--- src/rtl/weights_dot_engine_pkg.sv ---
// Shared definitions for the weights dot-product engine: bank control codes,
// controller states and the product/sum width rules.
package weights_dot_engine_pkg;

    localparam logic [1:0] BANK_READ  = 2'b10;
    localparam logic [1:0] BANK_WRITE = 2'b01;
    localparam logic [1:0] BANK_NOP   = 2'b00;

    typedef enum logic [2:0] {
        IDLE,
        ISSUE,
        CAPTURE,
        PIX,
        ACC,
        DONE
    } state_t;

    // A signed weight times a zero-extended 8-bit pixel needs WP+9 bits;
    // three such products need two more bits of headroom.
    function automatic int prodWidth(input int wp);
        return wp + 9;
    endfunction

    function automatic int sumWidth(input int wp);
        return wp + 11;
    endfunction

endpackage

--- src/rtl/weight_row_mac.sv ---
// Combinational multiply-accumulate of one packed weight row against three
// unsigned pixels, producing a sign-extended 3-term sum.
module weight_row_mac
    import weights_dot_engine_pkg::*;
#(
    parameter int WeightPrecision = 5,
    parameter int AccWidth        = 32
) (
    input  logic [3*WeightPrecision-1:0] i_row,
    input  logic [23:0]                  i_pixels,
    output logic [AccWidth-1:0]          o_sum
);

    localparam int WP = WeightPrecision;
    localparam int PW = prodWidth(WP);
    localparam int SW = sumWidth(WP);

    logic [PW-1:0] w_prod [3];
    logic [SW-1:0] w_sum;

    // Both operands are widened to the product width, so the truncated
    // unsigned multiply yields the exact two's-complement product.
    always_comb begin
        for (int k = 0; k < 3; k++) begin
            w_prod[k] = {{9{i_row[k*WP+WP-1]}}, i_row[k*WP +: WP]}
                      * {{(WP+1){1'b0}}, i_pixels[k*8 +: 8]};
        end
    end

    assign w_sum = {{2{w_prod[0][PW-1]}}, w_prod[0]}
                 + {{2{w_prod[1][PW-1]}}, w_prod[1]}
                 + {{2{w_prod[2][PW-1]}}, w_prod[2]};

    assign o_sum = {{(AccWidth-SW){w_sum[SW-1]}}, w_sum};

endmodule

--- src/rtl/weights_dot_engine.sv ---
// Neuron dot-product engine: reads weight rows from the weights bank, pairs
// each with a pixel beat and reports the signed sum and cat/not-cat decision.
module weights_dot_engine
    import weights_dot_engine_pkg::*;
#(
    parameter int Amba_Addr_Depth = 12,
    parameter int WeightPrecision = 5,
    parameter int WeightRowWidth  = 3*WeightPrecision,
    parameter int AccWidth        = 32
) (
    input  logic                      clock,
    input  logic                      reset,
    input  logic                      start,
    input  logic [Amba_Addr_Depth:0]  base_addr,
    input  logic [Amba_Addr_Depth:0]  row_count,
    output logic                      busy,
    input  logic                      pix_valid,
    output logic                      pix_ready,
    input  logic [23:0]               pix_data,
    output logic [1:0]                wb_control,
    output logic [Amba_Addr_Depth:0]  wb_address,
    input  logic [WeightRowWidth-1:0] wb_read_data,
    output logic [AccWidth-1:0]       result,
    output logic                      result_valid,
    output logic                      cat_detect
);

    localparam int AW = Amba_Addr_Depth + 1;
    localparam logic [AW-1:0] ADDR_ONE = {{(AW-1){1'b0}}, 1'b1};

    state_t                    r_state;
    state_t                    w_nextState;
    logic [AW-1:0]             r_addr;
    logic [AW-1:0]             r_rows;
    logic [WeightRowWidth-1:0] r_row;
    logic [AccWidth-1:0]       r_sum;
    logic [AccWidth-1:0]       r_acc;
    logic [AccWidth-1:0]       r_result;
    logic                      r_resultValid;
    logic                      r_cat;
    logic [AccWidth-1:0]       w_macSum;

    weight_row_mac #(
        .WeightPrecision (WeightPrecision),
        .AccWidth        (AccWidth)
    ) u_mac (
        .i_row    (r_row),
        .i_pixels (pix_data),
        .o_sum    (w_macSum)
    );

    always_ff @(posedge clock or negedge reset) begin
        if (!reset) begin
            r_state       <= IDLE;
            r_addr        <= '0;
            r_rows        <= '0;
            r_row         <= '0;
            r_sum         <= '0;
            r_acc         <= '0;
            r_result      <= '0;
            r_resultValid <= 1'b0;
            r_cat         <= 1'b0;
        end else begin
            r_state       <= w_nextState;
            r_resultValid <= 1'b0;
            case (r_state)
                IDLE: begin
                    if (start) begin
                        r_addr <= base_addr;
                        r_rows <= row_count;
                        r_acc  <= '0;
                    end
                end
                CAPTURE: r_row <= wb_read_data;
                PIX: begin
                    if (pix_valid) begin
                        r_sum <= w_macSum;
                    end
                end
                ACC: begin
                    r_acc  <= r_acc + r_sum;
                    r_rows <= r_rows - ADDR_ONE;
                    r_addr <= r_addr + ADDR_ONE;
                end
                DONE: begin
                    // Result and its valid strobe appear together one cycle later.
                    r_result      <= r_acc;
                    r_cat         <= !r_acc[AccWidth-1] && (r_acc != '0);
                    r_resultValid <= 1'b1;
                end
                default: ;
            endcase
        end
    end

    always_comb begin
        w_nextState = r_state;
        wb_control  = BANK_NOP;
        wb_address  = '0;
        pix_ready   = 1'b0;
        case (r_state)
            IDLE: begin
                if (start) begin
                    w_nextState = (row_count == '0) ? DONE : ISSUE;
                end
            end
            ISSUE: begin
                wb_control  = BANK_READ;
                wb_address  = r_addr;
                w_nextState = CAPTURE;
            end
            CAPTURE: w_nextState = PIX;
            PIX: begin
                pix_ready = 1'b1;
                if (pix_valid) begin
                    w_nextState = ACC;
                end
            end
            ACC:     w_nextState = (r_rows == ADDR_ONE) ? DONE : ISSUE;
            DONE:    w_nextState = IDLE;
            default: w_nextState = IDLE;
        endcase
    end

    assign busy         = (r_state != IDLE);
    assign result       = r_result;
    assign result_valid = r_resultValid;
    assign cat_detect   = r_cat;

endmodule

--- config.mk ---
export PLATFORM = sky130hd
export DESIGN_NAME = weights_dot_engine
export DESIGN_NICKNAME = d
export VERILOG_FILES = /design/src/rtl/weights_dot_engine_pkg.sv /design/src/rtl/weight_row_mac.sv /design/src/rtl/weights_dot_engine.sv
export SDC_FILE = /design/constraint.sdc
export NUM_CORES = 1
export LEC_CHECK = 0
export CORE_ASPECT_RATIO = 2
export CORE_MARGIN = 4
export CORE_UTILIZATION = 55
export DETAILED_ROUTE_END_ITERATION = 7
export GPL_TIMING_DRIVEN = 0
export PLACE_DENSITY = 0.78
export SYNTH_ARGS = -nofsm -noshare
export SYNTH_HDL_FRONTEND = slang
export SYNTH_SLANG_ARGS = --single-unit
--- constraint.sdc ---
create_clock -name clock -period 13.9 [get_ports clock]
set_clock_uncertainty 0.1 [all_clocks]
set_input_delay 2.78 -clock clock [delete_from_list [all_inputs] [get_ports clock]]
set_output_delay 2.78 -clock clock [all_outputs]
set_load 0.01 [all_outputs]
==> results.sh <==
export IMPL_run_status="finished, final reports clean"
export IMPL_die_area_mm2=0.0232
export IMPL_path_class="input port to flop"
export IMPL_wirelength_mm=29.2
export IMPL_via_count=9475
export IMPL_grt_antenna_before_repair=0
export IMPL_synth_register_bits=126
export IMPL_nNetsFinal=1688
export IMPL_postSynthAreaPerCell_um2=8.93
export IMPL_crit_fanout=5
export IMPL_post_route_drc_count=0
export IMPL_clk_insertion_delay_late_ps=430
export IMPL_post_synth_instance_area_mm2=0.0114
export IMPL_synthTopCellsByArea="sky130_fd_sc_hd__dfrtp_1, sky130_fd_sc_hd__fa_1, sky130_fd_sc_hd__ha_1"
export IMPL_max_cap_violations=0
export IMPL_place_hpwl_mm=23.6
export IMPL_cts_num_sinks=126
export IMPL_n_fill_cell=1672
export IMPL_max_slew_worst_pin_slew_ps=1330
export IMPL_share_of_the_cycle_needed_by_the_critical_path_after_routing_pct=61.4
export IMPL_synthMostInstantiatedCell="sky130_fd_sc_hd__nand2_1"
export IMPL_grt_pass1_vias=9845
export IMPL_period_minus_slack_ps=8540
export IMPL_routedWlPerCell_um=17.3
export IMPL_grtUsageTotal_pct=26.3
export IMPL_clock_tree_buffer_depth=2
export IMPL_clock_slew_seen_by_the_registers_of_the_worst_setup_and_hold_paths_ps=60
export IMPL_synth_top_cell_area_share_pct=27.7
export IMPL_post_synth_most_frequent_cells="sky130_fd_sc_hd__nand2_1, sky130_fd_sc_hd__inv_1, sky130_fd_sc_hd__dfrtp_1"
export IMPL_post_cts_resized_instances=0
export IMPL_die_width_um=110
export IMPL_post_cts_setup_inserts=0
export IMPL_grt_first_pass_wirelength_mm=46.8
export IMPL_ys_warn_count=0
export IMPL_worst_setup_path_end_kind="flop"
export IMPL_maxSlewHeadroom_pct=11.3
export IMPL_antennaDiodeCount=0
export IMPL_worst_ep_arrival_time_ps=8730
export IMPL_synth_fa_ha_area_share_pct=29.5
export IMPL_tritoncts="done"
export IMPL_synthMuxAreaShare_pct=1.37
export IMPL_timing_critical_path_from_type="input port"
export IMPL_postCtsHoldBufs=0
export IMPL_die_height_um=212
export IMPL_hold_path_depth=2
export IMPL_ys_dominant_reg_cell="sky130_fd_sc_hd__dfrtp_1"
export IMPL_synth_yosys_seq_area_share_pct=27.7
export IMPL_yosys_cell_types_count=67
export IMPL_clock_tree_htree_level_count=4
export IMPL_post_synth_top_area_cell="sky130_fd_sc_hd__dfrtp_1"
export IMPL_setup_viol_count_final=0
export IMPL_final_antenna_net_count=0
export IMPL_io_pin_count=120
export IMPL_placement_io_buffers=118
export IMPL_hold_viol_final=0
export IMPL_cts_made_buffers=17
export IMPL_synth_edf_count=0
export IMPL_synth_xor_xnor_area_share_pct=3.46
export IMPL_initial_core_utilization_pct=56.0
export IMPL_cp_required_ps=14090
export IMPL_synth_fp_nets=1550
export IMPL_post_synth_and_or_nand_nor_area_fraction_pct=18.9
export IMPL_drtIter0Drc=458
export IMPL_core_mm2=0.0204
export IMPL_detailedRoute_firstPassIterationCount=5
export IMPL_synth_compound_gate_area_share_pct=12.8
export IMPL_number_of_vias_per_cell=5.60
export IMPL_main_combinational_cell_family_by_area_after_synthesis="adder cells"
export IMPL_asr_flop_ratio_synth_pct=100
export IMPL_clock_fmax_mhz=117
export IMPL_hold_path_class="flop to flop"
export IMPL_reg2reg_depth=21
export IMPL_routabilityCongestion=0.980
export IMPL_postSynthCellCount=1276
export IMPL_final_layout_size_suffix_gt1_share_pct=4.35
export IMPL_clockRootBuffer="sky130_fd_sc_hd__clkbuf_16"
export IMPL_final_max_slew_viol_count=0
export IMPL_rsz0062_at_grt="false"
export IMPL_overflow=0
export IMPL_layout_area_overhead_vs_synth_pct=18.7
export IMPL_placementRows=74
export IMPL_pin_count_of_the_biggest_net_entering_global_routing=90
export IMPL_final_setup_tns_ps=0
layer usage:
layer	up-vias	wire length [um]	GRT usage, %
li1	4472	-	-
met1	4568	9700	25.1
met2	314	16100	48.6
met3	121	1250	4.64
met4	0	2170	18.6
met5	-	0	0
final timing paths:
path                              startpoint    endpoint  slack [ps]
worst max-delay path            pix_data[19]   r_sum[15]        5360
worst min-delay path              result[10]  result[10]         370
worst max register to register     r_row[14]   r_sum[15]        7030
worst min register to register    result[10]  result[10]         370
max in group asynchronous              reset   r_row[14]       10760
min in group asynchronous              reset  result[17]        2150
state kept, by name, indices dropped and copies added (netlist names):
register and count:
cat_detect 1, r_acc 32, r_addr 13, r_row 15
r_rows 13, r_state 3, r_sum 16, result 32
result_valid 1
cells in the final DEF (no fill, tap or decap), types with 4 or more instances in the layout:
cell                              netlist  layout
sky130_fd_sc_hd__a211oi_1               9       9
sky130_fd_sc_hd__a21o_1                23      23
sky130_fd_sc_hd__a21oi_1               47      47
sky130_fd_sc_hd__a22oi_1                4       4
sky130_fd_sc_hd__a311oi_1               4       4
sky130_fd_sc_hd__a31oi_1                4       4
sky130_fd_sc_hd__and2_1                63      63
sky130_fd_sc_hd__and3_1                11      11
sky130_fd_sc_hd__clkbuf_1              36      37
sky130_fd_sc_hd__clkbuf_16              0      17
sky130_fd_sc_hd__clkdlybuf4s50_1        0     117
sky130_fd_sc_hd__clkinv_2               0       4
sky130_fd_sc_hd__dfrtp_1              126     126
sky130_fd_sc_hd__fa_1                 106     106
sky130_fd_sc_hd__ha_1                  99      99
sky130_fd_sc_hd__inv_1                150     150
sky130_fd_sc_hd__mux2_2                13      13
sky130_fd_sc_hd__nand2_1              233     233
sky130_fd_sc_hd__nand2b_1              13      13
sky130_fd_sc_hd__nand3_1               20      20
sky130_fd_sc_hd__nand4_1                6       6
sky130_fd_sc_hd__nor2_1                75      75
sky130_fd_sc_hd__nor2b_1                5       5
sky130_fd_sc_hd__nor3_1                15      15
sky130_fd_sc_hd__nor4_1                 9       9
sky130_fd_sc_hd__o21a_1                 7       7
sky130_fd_sc_hd__o21ai_0               71      71
sky130_fd_sc_hd__o21ai_1               13      13
sky130_fd_sc_hd__o31ai_1                5       5
sky130_fd_sc_hd__or3_1                  7       7
sky130_fd_sc_hd__xnor2_1               22      22
sky130_fd_sc_hd__xor2_1                23      23
per-stage QoR:
stage | cell area [um^2] | std cells | utilization [%] | setup slack [ps] | hold slack, ps
after global routing | 13500 | 1691 | 66.4 | 5070 | 391
after detailed placement | 12900 | 1661 | 63.5 | 4920 | 362
after CTS | 13500 | 1691 | 66.4 | 5370 | 376
after global placement | 12900 | 1660 | 63.4 | 4810 | 359
after floorplan | 11400 | 1276 | - | 5930 | 355
final | 13500 | 1691 | 66.4 | 5360 | 368
layout make-up:
type / instances / area (um^2) / share of cell area [%]
clock buffers: 19 / 443 / 3.27
well taps: 266 / 333 / 2.46
repair buffers: 119 / 1210 / 8.94
flip-flops and latches: 126 / 3150 / 23.3
clock inverters: 11 / 144 / 1.06
multi-input cells: 960 / 7530 / 55.7
plain buffers: 38 / 146 / 1.08
inverters: 152 / 571 / 4.22
worst max-delay path, cell delays in order:
cell	delay, ps
sky130_fd_sc_hd__clkdlybuf4s50_1	600
sky130_fd_sc_hd__nand2_1	130
sky130_fd_sc_hd__fa_1	580
sky130_fd_sc_hd__inv_1	60
sky130_fd_sc_hd__fa_1	480
sky130_fd_sc_hd__fa_1	550
sky130_fd_sc_hd__fa_1	550
sky130_fd_sc_hd__inv_1	50
sky130_fd_sc_hd__fa_1	500
sky130_fd_sc_hd__fa_1	550
sky130_fd_sc_hd__inv_1	40
sky130_fd_sc_hd__ha_1	210
sky130_fd_sc_hd__a21o_1	160
sky130_fd_sc_hd__a21oi_1	280
sky130_fd_sc_hd__o21ai_0	240
sky130_fd_sc_hd__o31ai_2	380
sky130_fd_sc_hd__o2111ai_1	170
sky130_fd_sc_hd__a21oi_1	190
sky130_fd_sc_hd__xnor2_1	150
sky130_fd_sc_hd__o21ai_1	80
cells by family (layout without fill, tap and decap cells):
family,Yosys count,after routing
AND/OR/NAND/NOR,471,471
AO/OA/AOI/OAI,224,224
adder cells (fa/ha/maj),205,205
buffers and inverters,190,339
flip-flops,126,126
XOR/XNOR,45,45
multiplexers,14,14
other,1,1
Power is not shown: default switching activity piles up to over one toggle a cycle in this logic, so the estimate is an artifact.
